--- src/rtl/pixel_filter_stream.sv ---
// pixel_filter_stream: 3-stage pipelined RGB filter (gray/pink/pass/invert/threshold) on a valid/ready stream
// Ports: clk, reset_n (async, active-low); in_data/in_valid/in_sop/in_eop/in_ready input stream;
// filter_selection, pitch_output sampled at each accepted SOP; out_data/out_valid/out_sop/out_eop/out_ready
// output stream; active_mode reports the mode latched for the current frame.
module pixel_filter_stream #(
    parameter int IN_BITS   = 4,
    parameter int OUT_BITS  = 10,
    parameter int PITCH_W   = 30,
    parameter int PITCH_MIN = 10,
    parameter int PITCH_MAX = 63,
    parameter int THRESH    = 512
) (
    input  logic                  clk,
    input  logic                  reset_n,
    input  logic [3*IN_BITS-1:0]  in_data,
    input  logic                  in_valid,
    input  logic                  in_sop,
    input  logic                  in_eop,
    output logic                  in_ready,
    input  logic [2:0]            filter_selection,
    input  logic [PITCH_W-1:0]    pitch_output,
    output logic [3*OUT_BITS-1:0] out_data,
    output logic                  out_valid,
    output logic                  out_sop,
    output logic                  out_eop,
    input  logic                  out_ready,
    output logic [2:0]            active_mode
);
    localparam int PCW = $clog2(PITCH_MAX + 1);
    localparam int GW  = OUT_BITS + 8;
    localparam int PKW = OUT_BITS + 9 + PCW;
    localparam logic [OUT_BITS-1:0] MAX = '1;
    localparam logic [PITCH_W-1:0] P_MIN = PITCH_W'(PITCH_MIN);
    localparam logic [PITCH_W-1:0] P_MAX = PITCH_W'(PITCH_MAX);

    function automatic logic [OUT_BITS-1:0] expand(input logic [IN_BITS-1:0] c);
        return OUT_BITS'({c, c}) << (OUT_BITS - 2*IN_BITS);
    endfunction

    logic                advance, accept;
    logic [2:0]          mode_reg;
    logic [PCW-1:0]      pcap_reg, pcap_new;
    logic                s1_valid, s1_sop, s1_eop;
    logic [2:0]          s1_mode;
    logic [PCW-1:0]      s1_pcap;
    logic [OUT_BITS-1:0] s1_er, s1_eg, s1_eb;
    logic                s2_valid, s2_sop, s2_eop;
    logic [2:0]          s2_mode;
    logic [OUT_BITS-1:0] s2_er, s2_eg, s2_eb, s2_gray;
    logic [PKW-1:0]      s2_pk;
    logic [GW-1:0]       gsum;
    logic [PKW-1:0]      pk, kfull;
    logic [OUT_BITS-1:0] k;
    logic [3*OUT_BITS-1:0] out_next;

    assign advance     = !out_valid || out_ready;
    assign accept      = in_valid && advance;
    assign in_ready    = advance;
    assign active_mode = mode_reg;
    // Clamp is done at the full input width so large pitches saturate instead of wrapping.
    assign pcap_new = pitch_output < P_MIN ? PCW'(PITCH_MIN) :
                      pitch_output > P_MAX ? PCW'(PITCH_MAX) : pitch_output[PCW-1:0];

    always_comb begin
        gsum     = GW'(s1_er) * GW'(77) + GW'(s1_eg) * GW'(150) + GW'(s1_eb) * GW'(29);
        pk       = (PKW'(s1_er) * PKW'(120) + PKW'(s1_eg) * PKW'(60) + PKW'(s1_eb) * PKW'(50)) * PKW'(s1_pcap);
        kfull    = s2_pk >> 14;
        k        = |kfull[PKW-1:OUT_BITS] ? MAX : kfull[OUT_BITS-1:0];
        out_next = (s2_mode == 3'd0 || s2_mode == 3'd2) ? {3{s2_gray}} :
                   s2_mode == 3'd1 ? {k, k >> 2, k >> 1} :
                   s2_mode == 3'd4 ? {MAX - s2_er, MAX - s2_eg, MAX - s2_eb} :
                   s2_mode == 3'd6 ? {3{int'(s2_gray) >= THRESH ? MAX : OUT_BITS'(0)}} :
                   {s2_er, s2_eg, s2_eb};
    end

    always_ff @(posedge clk or negedge reset_n) begin
        if (!reset_n) begin
            mode_reg  <= '0;
            pcap_reg  <= PCW'(PITCH_MIN);
            s1_valid  <= 1'b0;
            s1_sop    <= 1'b0;
            s1_eop    <= 1'b0;
            s1_mode   <= '0;
            s1_pcap   <= '0;
            s1_er     <= '0;
            s1_eg     <= '0;
            s1_eb     <= '0;
            s2_valid  <= 1'b0;
            s2_sop    <= 1'b0;
            s2_eop    <= 1'b0;
            s2_mode   <= '0;
            s2_er     <= '0;
            s2_eg     <= '0;
            s2_eb     <= '0;
            s2_gray   <= '0;
            s2_pk     <= '0;
            out_valid <= 1'b0;
            out_sop   <= 1'b0;
            out_eop   <= 1'b0;
            out_data  <= '0;
        end else begin
            if (accept && in_sop) begin
                mode_reg <= filter_selection;
                pcap_reg <= pcap_new;
            end
            if (advance) begin
                s1_valid  <= in_valid;
                s1_sop    <= in_valid && in_sop;
                s1_eop    <= in_valid && in_eop;
                s1_mode   <= in_sop ? filter_selection : mode_reg;
                s1_pcap   <= in_sop ? pcap_new : pcap_reg;
                s1_er     <= expand(in_data[3*IN_BITS-1 -: IN_BITS]);
                s1_eg     <= expand(in_data[2*IN_BITS-1 -: IN_BITS]);
                s1_eb     <= expand(in_data[IN_BITS-1:0]);
                s2_valid  <= s1_valid;
                s2_sop    <= s1_sop;
                s2_eop    <= s1_eop;
                s2_mode   <= s1_mode;
                s2_er     <= s1_er;
                s2_eg     <= s1_eg;
                s2_eb     <= s1_eb;
                s2_gray   <= OUT_BITS'(gsum >> 8);
                s2_pk     <= pk;
                out_valid <= s2_valid;
                out_sop   <= s2_sop;
                out_eop   <= s2_eop;
                out_data  <= out_next;
            end
        end
    end
endmodule
--- config.mk ---
export PLATFORM = sky130hd
export DESIGN_NAME = pixel_filter_stream
export DESIGN_NICKNAME = d
export VERILOG_FILES = /design/src/rtl/pixel_filter_stream.sv
export SDC_FILE = /design/constraint.sdc
export NUM_CORES = 1
export LEC_CHECK = 0
export ABC_AREA = 1
export BUFFER_PORTS_ARGS = -buffer_cell sky130_fd_sc_hd__buf_2
export CORE_ASPECT_RATIO = 1.4
export CORE_MARGIN = 1.5
export CORE_UTILIZATION = 64
export DETAILED_ROUTE_END_ITERATION = 8
export PLACE_DENSITY = 0.92
export SETUP_SLACK_MARGIN = 0.4
export SLEW_MARGIN = 20
export SYNTH_ARGS = -nofsm -noshare
export SYNTH_HDL_FRONTEND = slang
export SYNTH_SLANG_ARGS = --single-unit
--- constraint.sdc ---
create_clock -name clk -period 10.8 [get_ports clk]
set_clock_uncertainty 0.1 [all_clocks]
set_input_delay 1.62 -clock clk [delete_from_list [all_inputs] [get_ports clk]]
set_output_delay 1.62 -clock clk [all_outputs]
set_load 0.03 [all_outputs]
==> results of run 1 <==
-- cells by family after synthesis --
| family | count (synthesis) | synth area share |
|---|---|---|
| compound gates | 296 | 0.121 |
| xor+xnor | 66 | 0.0422 |
| fa+ha+maj | 318 | 0.350 |
| buf+inv | 391 | 0.106 |
| flops | 105 | 0.187 |
| simple gates | 653 | 0.193 |
-- path summary, 6_finish.rpt --
kind / slack [ns] / to / from
worst max-delay path: 1.97 / s2_pk[23] / s1_er[6]
worst min-delay path: 0.37 / out_valid / s2_valid
worst max register to register: 1.97 / s2_pk[23] / s1_er[6]
worst min register to register: 0.37 / out_valid / s2_valid
max in group asynchronous: 8.26 / s2_er[5] / reset_n
min in group asynchronous: 1.18 / s1_sop / reset_n
-- layout by cell type, fill, tap and decap left out, drive strengths merged, types with 2 or more instances in the layout --
master / count
dfstp: 2
or2: 5
ha: 193
nor4: 3
o22a: 4
clkinv: 4
o211ai: 15
nand3b: 5
o21a: 3
a41oi: 2
o2111ai: 3
clkbuf: 9
o21bai: 13
xnor2: 25
inv: 360
fa: 125
nand2: 376
a21boi: 5
nand4: 13
a21o: 9
o31ai: 2
buf: 90
a31oi: 16
nor2: 159
xor2: 41
nand3: 75
a21oi: 115
o21ai: 106
and2: 2
nor3: 14
dfrtp: 103
-- worst min-delay path, stage by stage (launching register included) --
cell	delay, ns
sky130_fd_sc_hd__dfrtp_1	0.33
sky130_fd_sc_hd__inv_1	0.05
sky130_fd_sc_hd__nand2_1	0.06
-- cell type report --
class,count,share of cell area
clock buffers,9,0.0150
clock inverters,7,0.00624
inverters,357,0.0891
multi-input cells,1333,0.660
flip-flops and latches,105,0.175
well taps,292,0.0243
repair buffers,90,0.0306
-- per-stage QoR --
| stage | worst slack (ns) | hold slack (ns) | util | cells | instance area (um^2) |
|---|---|---|---|---|---|
| CTS | 2.10 | 0.374 | 0.704 | 2193 | 15000 |
| detailed placement | 2.21 | 0.354 | 0.689 | 2177 | 14700 |
| global route | 1.36 | 0.394 | 0.704 | 2193 | 15000 |
| floorplan | 3.15 | 0.320 | - | 1829 | 14000 |
| global placement | 2.43 | 0.334 | 0.689 | 2177 | 14700 |
| finish | 1.97 | 0.372 | 0.704 | 2193 | 15000 |
-- per-layer routing --
metal | wire (um) | vias up | global-route usage
li1 | - | 5921 | -
met1 | 13800 | 6107 | 0.378
met2 | 19100 | 632 | 0.622
met3 | 2620 | 229 | 0.0597
met4 | 3360 | 0 | 0.284
met5 | 0 | - | 0
==> qor_table.md, run 1 <==
| Step | Result | Value |
| --- | --- | --- |
| routing | Detailed-route wire length | 38900 um |
| yosys | Number of standard cells after synthesis | 1829 |
| timing | Fin Setup TNS | 0 ns |
| clock tree | Cell at the root of the clock tree | sky130_fd_sc_hd__clkbuf_16 |
| timing | RSZ-0062 raised after global routing | false |
| timing | Max-Slew Margin vs Limit | 0.349 |
| timing | Final critical delay including setup and external delays | 8.83 ns |
| yosys | List of most frequent post-synthesis cells | sky130_fd_sc_hd__nand2_1, sky130_fd_sc_hd__inv_1, sky130_fd_sc_hd__ha_1 |
| critical path | Worst endpoint required time | 10.96 ns |
| critical path | Worst Setup Start Kind | register |
| flow run | Number of max-cap violations | 0 |
| global route | Sum of overflow across all layers after global routing | 0 |
| placed design | Number of buffers inserted by port buffering | 87 |
| critical path | Worst EP arrival | 8.99 ns |
| final layout | Number of flip-flops under the largest register name | 30 |
| final layout | Largest register by flop count | out_data |
| final layout | Fill cell instance count of the final layout | 1632 |
| clock tree | Post-cts gate resize count | 0 |
| timing | Final count of hold timing violations | 0 |
| die | Initial core utilization | 0.657 |
| critical path | Maximum fanout along the worst path | 8 |
| yosys | Async set-or-reset flop fraction in the synthesized netlist | 1.00 |
| clock tree | Number of buffers added by the clock tree synthesis step | 9 |
| yosys | Most repeated cell in the gate-level netlist after synthesis | sky130_fd_sc_hd__nand2_1 |
| yosys | Count of warnings emitted by yosys | 0 |
| die | I/O Pins | 88 |
| clock tree | Post-CTS setup buffers | 0 |
| final layout | Sequential cell area in the final layout | 0.00263 mm^2 |
| placed design | Dpl hpwl | 30800 um |
| global route | Pin count of the biggest net entering global routing | 72 |
| yosys | Sequential cell area fraction in the yosys report | 0.187 |
| clock tree | Clock Sink Count | 105 |
| timing | Actual transition at the worst max-transition pin | 0.969 ns |
| die | Horizontal die dimension | 128 um |
| clock tree | Max clock buf depth | 2 |
| timing | Part of the cycle the worst path needs | 0.817 |
| timing | Number of setup violations in the final report | 0 |
| timing | Highest attainable clock frequency | 0.113 GHz |
| min path | Number of cells traversed by the worst hold path | 2 |
| final layout | Net total in the final layout | 2265 |
| yosys | Net count after synthesis | 2198 |
| clock tree | Count of H-tree levels built during CTS | 3 |
| yosys | Average cell area after synthesis | 7.68 um^2 |
| clock tree | Post-CTS Hold Fix Bufs | 0 |
| die | Die Y | 178 um |
| final layout | Largest registers | out_data: 30 flops, s2_pk: 11 flops, s2_gray: 10 flops |
| final layout | Fraction of final layout cells sized beyond drive strength 1 | 0.0726 |
| routing | Final antenna-violating net count | 0 |
| yosys | Post-synth top area share | 0.184 |
| yosys | Distinct cell type count of the synthesized netlist | 52 |
| min path | Hold crit path type | reg2reg |
| routing | Via count | 12889 |
| critical path | Critical path's largest stage delay | 0.63 ns |
| global route | Wire length of the first global-routing pass | 63600 um |
| yosys | Cell taking the most area after synthesis | sky130_fd_sc_hd__dfrtp_1 |
| final layout | Antenna diode count | 0 |
| run status | Result of the run | finished, final reports clean |
| final layout | Layout area overhead | 7.14% |
| critical path | Number of stages on the worst setup path | 34 |
| critical path | Family of cells with the greatest summed delay on the critical path | adder cells |
| timing | Max Slew Vio Count | 0 |
| yosys | FF+latch count, synth | 105 |
| yosys | Commonest register cell after synthesis | sky130_fd_sc_hd__dfrtp_1 |
| critical path | Critical path endpoint category | register |
| critical path | Cell with the biggest individual delay on the critical path | sky130_fd_sc_hd__dfrtp_1 |
| final layout | Area used by multi-input combinational logic | 0.00993 mm^2 |
| placed design | Last weighted congestion value of the routability-driven placer | 0.981 |
| critical path | Critical Setup Path Class | reg2reg |
| routing | Iteration count of the initial detailed-routing pass | 6 |
| clock tree | Clock latency on the worst-skew pair | 0.37 ns |
| yosys | Number of enable-type register cells in the synthesized netlist | 0 |
| critical path | Buffers and inverters on the worst path | 5 |
| routing | Vias per cell | 5.88 |
| clock tree | TritonCTS clock tree | yes |
| die | Area of the core | 0.0214 mm^2 |
| global route | Aggregate global-route resource usage | 0.356 |
| routing | Routed wire per std cell | 17.7 um |
| yosys | Post-Syn Area | 0.0140 mm^2 |
| critical path | Worst reg-to-reg path cell count | 34 |
| global route | Number of antenna violations at the first check in global routing | 0 |
| yosys | Top cells by area in the synthesized netlist | sky130_fd_sc_hd__dfrtp_1, sky130_fd_sc_hd__fa_1, sky130_fd_sc_hd__ha_1 |
| routing | Number of violations reported at the end of detailed-routing iteration 0 | 954 |
| die | Die Outline Area | 0.0228 mm^2 |
| clock tree | Clock-pin slew reported for the worst setup and hold paths after clock tree synthesis | 0.08 ns |
| die | Row cnt | 63 |
| global route | Via count of the first global-routing pass | 13528 |
| routing | Remaining design rule violation count | 0 |
Power of run 1 is left out: the tool's default activity adds up to more than one toggle a clock period on the data nets, which glitch-free logic cannot reach.
==> inputs of run 2 (changes only) <==
--- a/config.mk
+++ b/config.mk
@@ -5,13 +5,13 @@
 export SDC_FILE = /design/constraint.sdc
 export NUM_CORES = 1
 export LEC_CHECK = 0
-export ABC_AREA = 1
+export ABC_AREA = 0
 export BUFFER_PORTS_ARGS = -buffer_cell sky130_fd_sc_hd__buf_2
 export CORE_ASPECT_RATIO = 1.4
 export CORE_MARGIN = 1.5
-export CORE_UTILIZATION = 64
+export CORE_UTILIZATION = 57
 export DETAILED_ROUTE_END_ITERATION = 8
-export PLACE_DENSITY = 0.92
+export PLACE_DENSITY = 0.88
 export SETUP_SLACK_MARGIN = 0.4
 export SLEW_MARGIN = 20
 export SYNTH_ARGS = -nofsm -noshare
==> constraint.sdc (replaced) <==
create_clock -name clk -period 7.73 [get_ports clk]
set_clock_uncertainty 0.1 [all_clocks]
set_input_delay 1.1595 -clock clk [delete_from_list [all_inputs] [get_ports clk]]
set_output_delay 1.1595 -clock clk [all_outputs]
set_load 0.03 [all_outputs]
==> qor_table.md, run 2 <==
| Step | Result | Value |
| --- | --- | --- |
| critical path | Beginning of the worst register-to-register path | s1_eg[6] |
| routing | Vias per cell | 5.73 |
| critical path | Critical path endpoint category | register |
| yosys | Number of standard cells after synthesis | 1488 |
| routing | Routed wire per std cell | 17.8 um |
| critical path | Number of stages on the worst setup path | 34 |
| yosys | Cell taking the most area after synthesis | sky130_fd_sc_hd__dfrtp_1 |
| yosys | Average cell area after synthesis | 8.71 um^2 |
| critical path | Worst Setup SP | s1_eg[6] |
| die | Area of the core | 0.0224 mm^2 |
| critical path | Family of cells with the greatest summed delay on the critical path | adder cells |
| timing | Final critical delay including setup and external delays | 8.13 ns |
| die | Die Outline Area | 0.0237 mm^2 |
| yosys | Most repeated cell in the gate-level netlist after synthesis | sky130_fd_sc_hd__inv_1 |
| final layout | Number of flip-flops under the largest register name | 30 |
| global route | Number of antenna violations at the first check in global routing | 0 |
| placed design | Dpl hpwl | 26400 um |
| critical path | Maximum fanout along the worst path | 4 |
| critical path | Cell occurring most often along the worst timing path | sky130_fd_sc_hd__fa_1 |
| critical path | Worst reg-to-reg path cell count | 34 |
| yosys | Synth Area in Simple Gates | 0.145 |
| yosys | Top cells by area in the synthesized netlist | sky130_fd_sc_hd__dfrtp_1, sky130_fd_sc_hd__fa_1, sky130_fd_sc_hd__ha_1 |
| clock tree | Clock latency on the worst-skew pair | 0.37 ns |
| clock tree | Cell at the root of the clock tree | sky130_fd_sc_hd__clkbuf_16 |
| timing | Fin Setup TNS | -1.46 ns |
| flow run | Number of max-cap violations | 0 |
| yosys | Share of synthesized cell area in full adder, half adder and majority cells | 0.379 |
| final layout | Fill cell instance count of the final layout | 1624 |
| yosys | Post-Syn Area | 0.0130 mm^2 |
| min path | End of the worst hold path | s2_eop |
| timing | RSZ-0062 raised after global routing | true |
| routing | Number of violations reported at the end of detailed-routing iteration 0 | 806 |
| global route | Sum of overflow across all layers after global routing | 0 |
| timing | Max-Slew Margin vs Limit | 0.299 |
| yosys | Share of the synthesized netlist area taken by xor and xnor gates | 0.0466 |
| critical path | Flop-to-flop setup slack | -0.40 ns |
| yosys | Fraction of the mapped netlist area in compound gates | 0.139 |
| yosys | Count of warnings emitted by yosys | 0 |
| yosys | List of most frequent post-synthesis cells | sky130_fd_sc_hd__inv_1, sky130_fd_sc_hd__ha_1, sky130_fd_sc_hd__nand2_1 |
| clock tree | Number of buffers added by the clock tree synthesis step | 9 |
| run status | Violations in the final reports | setup timing |
| final layout | Layout area overhead | 17.7% |
| timing | Max Slew Vio Count | 0 |
| timing | Highest attainable clock frequency | 0.123 GHz |
| clock tree | Clock Sink Count | 105 |
| clock tree | TritonCTS clock tree | yes |
| clock tree | Max clock buf depth | 2 |
| die | Horizontal die dimension | 130 um |
| yosys | Post-synth top area share | 0.199 |
| critical path | Worst EP arrival | 8.33 ns |
| critical path | Destination of the worst register-to-register timing path | s2_pk[22] |
| yosys | Share of synthesized area spent on multiplexers | 0.00647 |
| critical path | Worst Setup Start Kind | register |
| clock tree | Count of H-tree levels built during CTS | 3 |
| routing | Iteration count of the initial detailed-routing pass | 6 |
| timing | Actual transition at the worst max-transition pin | 1.05 ns |
| timing | Number of setup violations in the final report | 8 |
| yosys | Net count after synthesis | 1857 |
| run status | Result of the run | complete, but fails checks |
| final layout | Most used cells in the layout excluding fill and tap cells | sky130_fd_sc_hd__inv_1, sky130_fd_sc_hd__ha_1, sky130_fd_sc_hd__nand2_1 |
| final layout | Fraction of final layout cells sized beyond drive strength 1 | 0.191 |
| critical path | Worst endpoint required time | 7.93 ns |
| global route | Aggregate global-route resource usage | 0.298 |
| die | Initial core utilization | 0.577 |
| die | Row cnt | 65 |
| placed design | Number of buffers inserted by port buffering | 87 |
| min path | Hold crit path type | reg2reg |
| die | Die Y | 181 um |
| yosys | Async set-or-reset flop fraction in the synthesized netlist | 1.00 |
| timing | Final worst slack | -0.400 ns |
| routing | Via count | 11199 |
| yosys | Distinct cell type count of the synthesized netlist | 61 |
| routing | Final antenna-violating net count | 0 |
| routing | Detailed-route wire length | 34700 um |
| routing | Remaining design rule violation count | 0 |
| final layout | Sequential cell area in the final layout | 0.00264 mm^2 |
| global route | Pin count of the biggest net entering global routing | 108 |
| timing | Final count of hold timing violations | 0 |
| yosys | Commonest register cell after synthesis | sky130_fd_sc_hd__dfrtp_1 |
| yosys | Sequential cell area fraction in the yosys report | 0.203 |
| critical path | Cell with the biggest individual delay on the critical path | sky130_fd_sc_hd__fa_1 |
| timing | Part of the cycle the worst path needs | 1.05 |
| critical path | Critical Setup Path Class | reg2reg |
| die | I/O Pins | 88 |
| yosys | FF+latch count, synth | 105 |
| final layout | Net total in the final layout | 2016 |
| yosys | Main combinational cell family by area after synthesis | adder cells |
| placed design | Last weighted congestion value of the routability-driven placer | 0.915 |
| final layout | Largest register by flop count | out_data |
| final layout | Area used by multi-input combinational logic | 0.00981 mm^2 |
| min path | Startpoint of the tightest hold check path | s2_eop |
| final layout | Commonest non-fill, non-tap cell in the layout | sky130_fd_sc_hd__inv_1 |
| global route | Via count of the first global-routing pass | 11920 |
| clock tree | Clock-pin slew reported for the worst setup and hold paths after clock tree synthesis | 0.09 ns |
| final layout | Largest registers | out_data: 30 flops, s2_pk: 11 flops, s2_gray: 10 flops |
| global route | Wire length of the first global-routing pass | 55300 um |
| critical path | Buffers and inverters on the worst path | 5 |
| yosys | Number of enable-type register cells in the synthesized netlist | 0 |
| critical path | Critical path's largest stage delay | 0.56 ns |
| min path | Number of cells traversed by the worst hold path | 2 |
-- run 2: cell types whose count changed in the layout (fill, tap and decap cells not counted), moves of 51 or more --
| cell | delta |
|---|---|
| sky130_fd_sc_hd__nand2_1 | -203 |
| sky130_fd_sc_hd__nand3_1 | -53 |
| sky130_fd_sc_hd__buf_4 | +96 |
| sky130_fd_sc_hd__and2_1 | +51 |
| sky130_fd_sc_hd__nor2_1 | -70 |
| sky130_fd_sc_hd__inv_1 | -127 |
-- run 2: metal layers --
metal  wire (um)  part of all wire  vias to the layer above  global-route usage
met5           0                 0                        -                   0
met4        2750             0.079                        0               0.191
met3        1770             0.051                      180              0.0392
met2       18000              0.52                      464               0.543
met1       12200              0.35                     5386               0.316
li1            -                 -                     5169                   -
-- run 2: worst min-delay path, cell delays in order (launching register included) --
cell and delay, ns:
sky130_fd_sc_hd__dfrtp_1 0.35, sky130_fd_sc_hd__nand2_1 0.05, sky130_fd_sc_hd__nand2_1 0.05
-- run 2: layout make-up --
cell class                      instances  area share
Multi-Input combinational cell       1104       0.643
Sequential cell                       105       0.173
Timing Repair Buffer                  188      0.0789
Inverter                              239      0.0599
Tap cell                              301      0.0247
Clock buffer                            9      0.0148
Clock inverter                          7     0.00558
Antenna cell                            1    0.000164
-- run 2: metrics by stage --
stage	instances	instance area [um^2]	hold WS, ns	utilization	worst slack (ns)
CTS	1949	15000	0.372	0.670	-0.226
global placement	1923	14400	0.346	0.644	0.0310
finish	1954	15300	0.371	0.679	-0.400
global route	1953	15200	0.396	0.679	-0.684
detailed placement	1923	14400	0.355	0.644	-0.227
floorplan	1488	13100	0.330	-	-0.00534
-- run 2: worst max path at each step --
stage | end
after detailed placement | s2_pk[22]
after floorplan | s2_pk[22]
final | s2_pk[22]
after global routing | s2_pk[22]
after CTS | s2_pk[22]
after global placement | s2_pk[22]
-- run 2: cell families after synthesis --
kind of cell             Yosys count
AO/OA/AOI/OAI                    303
XOR/XNOR                          69
adder cells (fa/ha/maj)          318
buffers and inverters            279
flip-flops                       105
multiplexers                       8
AND/OR/NAND/NOR                  406
-- run 2: repair_timing --
item,4_1_cts,5_1_grt
gates resized for setup,40,40
pin swaps,30,33
setup buffers,10,4
hold buffers,0,0
setup endpoints to repair,11,11
Power of run 2 is left out for the same reason.
==> inputs of run 3 (changes only) <==
--- a/config.mk
+++ b/config.mk
@@ -13,6 +13,7 @@
 export DETAILED_ROUTE_END_ITERATION = 8
 export PLACE_DENSITY = 0.88
 export SETUP_SLACK_MARGIN = 0.4
+export SKIP_LAST_GASP = 1
 export SLEW_MARGIN = 20
 export SYNTH_ARGS = -nofsm -noshare
 export SYNTH_HDL_FRONTEND = slang
==> qor_table.md, run 3 (synthesis results as in run 2) <==
| Step | Result | Value |
| --- | --- | --- |
| timing | RSZ-0062 raised after global routing | true |
| final layout | Count of non-filler cells in the finished layout | 1955 |
| clock tree | Clock-pin slew reported for the worst setup and hold paths after clock tree synthesis | 0.09 ns |
| clock tree | Cell at the root of the clock tree | sky130_fd_sc_hd__clkbuf_16 |
| placed design | Dpl hpwl | 26400 um |
| run status | Violations in the final reports | setup timing |
| final layout | Fill cell instance count of the final layout | 1622 |
| critical path | Beginning of the worst register-to-register path | s1_eg[6] |
| clock tree | Number of buffers added by the clock tree synthesis step | 9 |
| timing | Final worst slack | -0.385 ns |
| global route | Wire length of the first global-routing pass | 55300 um |
| final layout | Most used cells in the layout excluding fill and tap cells | sky130_fd_sc_hd__inv_1, sky130_fd_sc_hd__ha_1, sky130_fd_sc_hd__nand2_1 |
| critical path | Number of stages on the worst setup path | 34 |
| global route | Sum of overflow across all layers after global routing | 0 |
| placed design | Setup slack at placement | -0.227 ns |
| timing | Final critical delay including setup and external delays | 8.12 ns |
| global route | Pin count of the biggest net entering global routing | 108 |
| final layout | Area used by multi-input combinational logic | 0.00983 mm^2 |
| critical path | Critical path endpoint category | register |
| global route | Number of antenna violations at the first check in global routing | 0 |
| clock tree | Max clock buf depth | 2 |
| final layout | Sequential cell area in the final layout | 0.00264 mm^2 |
| timing | Highest attainable clock frequency | 0.123 GHz |
| critical path | Critical Setup Path Class | reg2reg |
| routing | Remaining design rule violation count | 0 |
| placed design | Number of buffers inserted by port buffering | 87 |
| final layout | Commonest non-fill, non-tap cell in the layout | sky130_fd_sc_hd__inv_1 |
| final layout | Net total in the final layout | 2017 |
| placed design | Placed cell count | 1923 |
| critical path | Destination of the worst register-to-register timing path | s2_pk[22] |
| final layout | Fraction of final layout cells sized beyond drive strength 1 | 0.192 |
| min path | Number of cells traversed by the worst hold path | 2 |
| routing | Final antenna-violating net count | 0 |
| die | Die Outline Area | 0.0237 mm^2 |
| flow run | Number of max-cap violations | 0 |
| routing | Via count | 11185 |
| timing | Actual transition at the worst max-transition pin | 1.07 ns |
| critical path | Maximum fanout along the worst path | 4 |
| final layout | Layout area overhead | 17.9% |
| critical path | Buffers and inverters on the worst path | 5 |
| die | Initial core utilization | 0.577 |
| global route | Aggregate global-route resource usage | 0.298 |
| routing | Number of violations reported at the end of detailed-routing iteration 0 | 822 |
| die | Row cnt | 65 |
| min path | End of the worst hold path | s2_eop |
| critical path | Worst EP arrival | 8.31 ns |
| routing | Detailed-route wire length | 34800 um |
| routing | Vias per cell | 5.72 |
| clock tree | Clock Sink Count | 105 |
| critical path | Worst reg-to-reg path cell count | 34 |
| run status | Result of the run | complete, but fails checks |
| clock tree | Clock latency on the worst-skew pair | 0.37 ns |
| critical path | Cell occurring most often along the worst timing path | sky130_fd_sc_hd__fa_1 |
| timing | Max-Slew Margin vs Limit | 0.284 |
| final layout | Largest register by flop count | out_data |
| clock tree | Post-CTS Hold Fix Bufs | 0 |
| clock tree | Count of H-tree levels built during CTS | 3 |
| die | Die Y | 181 um |
| clock tree | TritonCTS clock tree | yes |
| die | Horizontal die dimension | 130 um |
| routing | Iteration count of the initial detailed-routing pass | 6 |
| final layout | Largest registers | out_data: 30 flops, s2_pk: 11 flops, s2_gray: 10 flops |
| critical path | Critical path's largest stage delay | 0.56 ns |
| critical path | Worst endpoint required time | 7.93 ns |
| critical path | Worst Setup Start Kind | register |
| global route | Via count of the first global-routing pass | 11915 |
| routing | Routed wire per std cell | 17.8 um |
| placed design | Last weighted congestion value of the routability-driven placer | 0.915 |
| die | I/O Pins | 88 |
| min path | Startpoint of the tightest hold check path | s2_eop |
| die | Area of the core | 0.0224 mm^2 |
| critical path | Flop-to-flop setup slack | -0.39 ns |
| timing | Number of setup violations in the final report | 8 |
| min path | Hold crit path type | reg2reg |
| final layout | Final standard cell area without fillers | 0.0153 mm^2 |
| final layout | Number of flip-flops under the largest register name | 30 |
| placed design | Cell area reported after detailed placement | 0.0144 mm^2 |
| timing | Final count of hold timing violations | 0 |
| critical path | Family of cells with the greatest summed delay on the critical path | adder cells |
| timing | Max Slew Vio Count | 0 |
| timing | Part of the cycle the worst path needs | 1.05 |
| critical path | Cell with the biggest individual delay on the critical path | sky130_fd_sc_hd__fa_1 |
## run 3: cell count changes in the layout (fill, tap and decap cells not counted)
| cell | change |
|---|---|
| sky130_fd_sc_hd__inv_1 | +2 |
| sky130_fd_sc_hd__xnor2_1 | -1 |
| sky130_fd_sc_hd__a21oi_1 | -1 |
| sky130_fd_sc_hd__inv_2 | -2 |
| sky130_fd_sc_hd__a21oi_2 | +1 |
| sky130_fd_sc_hd__xnor2_2 | +1 |
| sky130_fd_sc_hd__ha_4 | +1 |
| sky130_fd_sc_hd__ha_2 | -1 |
| sky130_fd_sc_hd__buf_4 | +1 |
## run 3: worst max path at each step
| stage | slack (ns) | to | from |
|---|---|---|---|
| floorplan | -0.005 | s2_pk[22] | s1_er[8] |
| global placement | 0.03 | s2_pk[22] | s1_eg[7] |
| detailed placement | -0.23 | s2_pk[22] | s1_er[8] |
| CTS | -0.23 | s2_pk[22] | s1_er[7] |
| global route | -0.68 | s2_pk[22] | s1_eg[5] |
| finish | -0.39 | s2_pk[22] | s1_eg[6] |
## run 3: area by class of cell
class,instances,share of cell area
well taps,301,0.0246
diodes,1,0.000164
clock inverters,7,0.00557
multi-input cells,1104,0.643
flip-flops and latches,105,0.173
repair buffers,189,0.0793
inverters,239,0.0598
clock buffers,9,0.0147
## run 3: repair_timing
action                                  in CTS  in global routing
endpoints found under the setup margin      11                 11
buffers inserted                            10                  5
pin swaps                                   30                 38
gates resized for setup                     35                 46
## run 3: tightest hold or removal path, delay by kind of cell (launching register included)
kind / cells / cell delay, ns
DFF: 1 / 0.35
and+or+nand+nor: 2 / 0.10
## run 3: metal layers
| metal | part of all wire | global-route usage | vias up | wire length (um) |
|---|---|---|---|---|
| met4 | 0.079 | 0.185 | 0 | 2760 |
| met5 | 0 | 0 | - | 0 |
| li1 | - | - | 5175 | - |
| met2 | 0.52 | 0.543 | 437 | 18000 |
| met1 | 0.36 | 0.316 | 5393 | 12400 |
| met3 | 0.047 | 0.0442 | 180 | 1650 |
## run 3: per-stage QoR
| step | utilization | hold WS (ns) | setup TNS, ns |
|---|---|---|---|
| final | 0.681 | 0.370 | -1.32 |
| after CTS | 0.669 | 0.372 | -0.477 |
| after detailed placement | 0.644 | 0.355 | -0.637 |
| after global placement | 0.644 | 0.346 | 0 |
| after global routing | 0.681 | 0.396 | -3.88 |
| after floorplan | - | 0.330 | -0.00534 |
Power of run 3 is left out for the same reason.
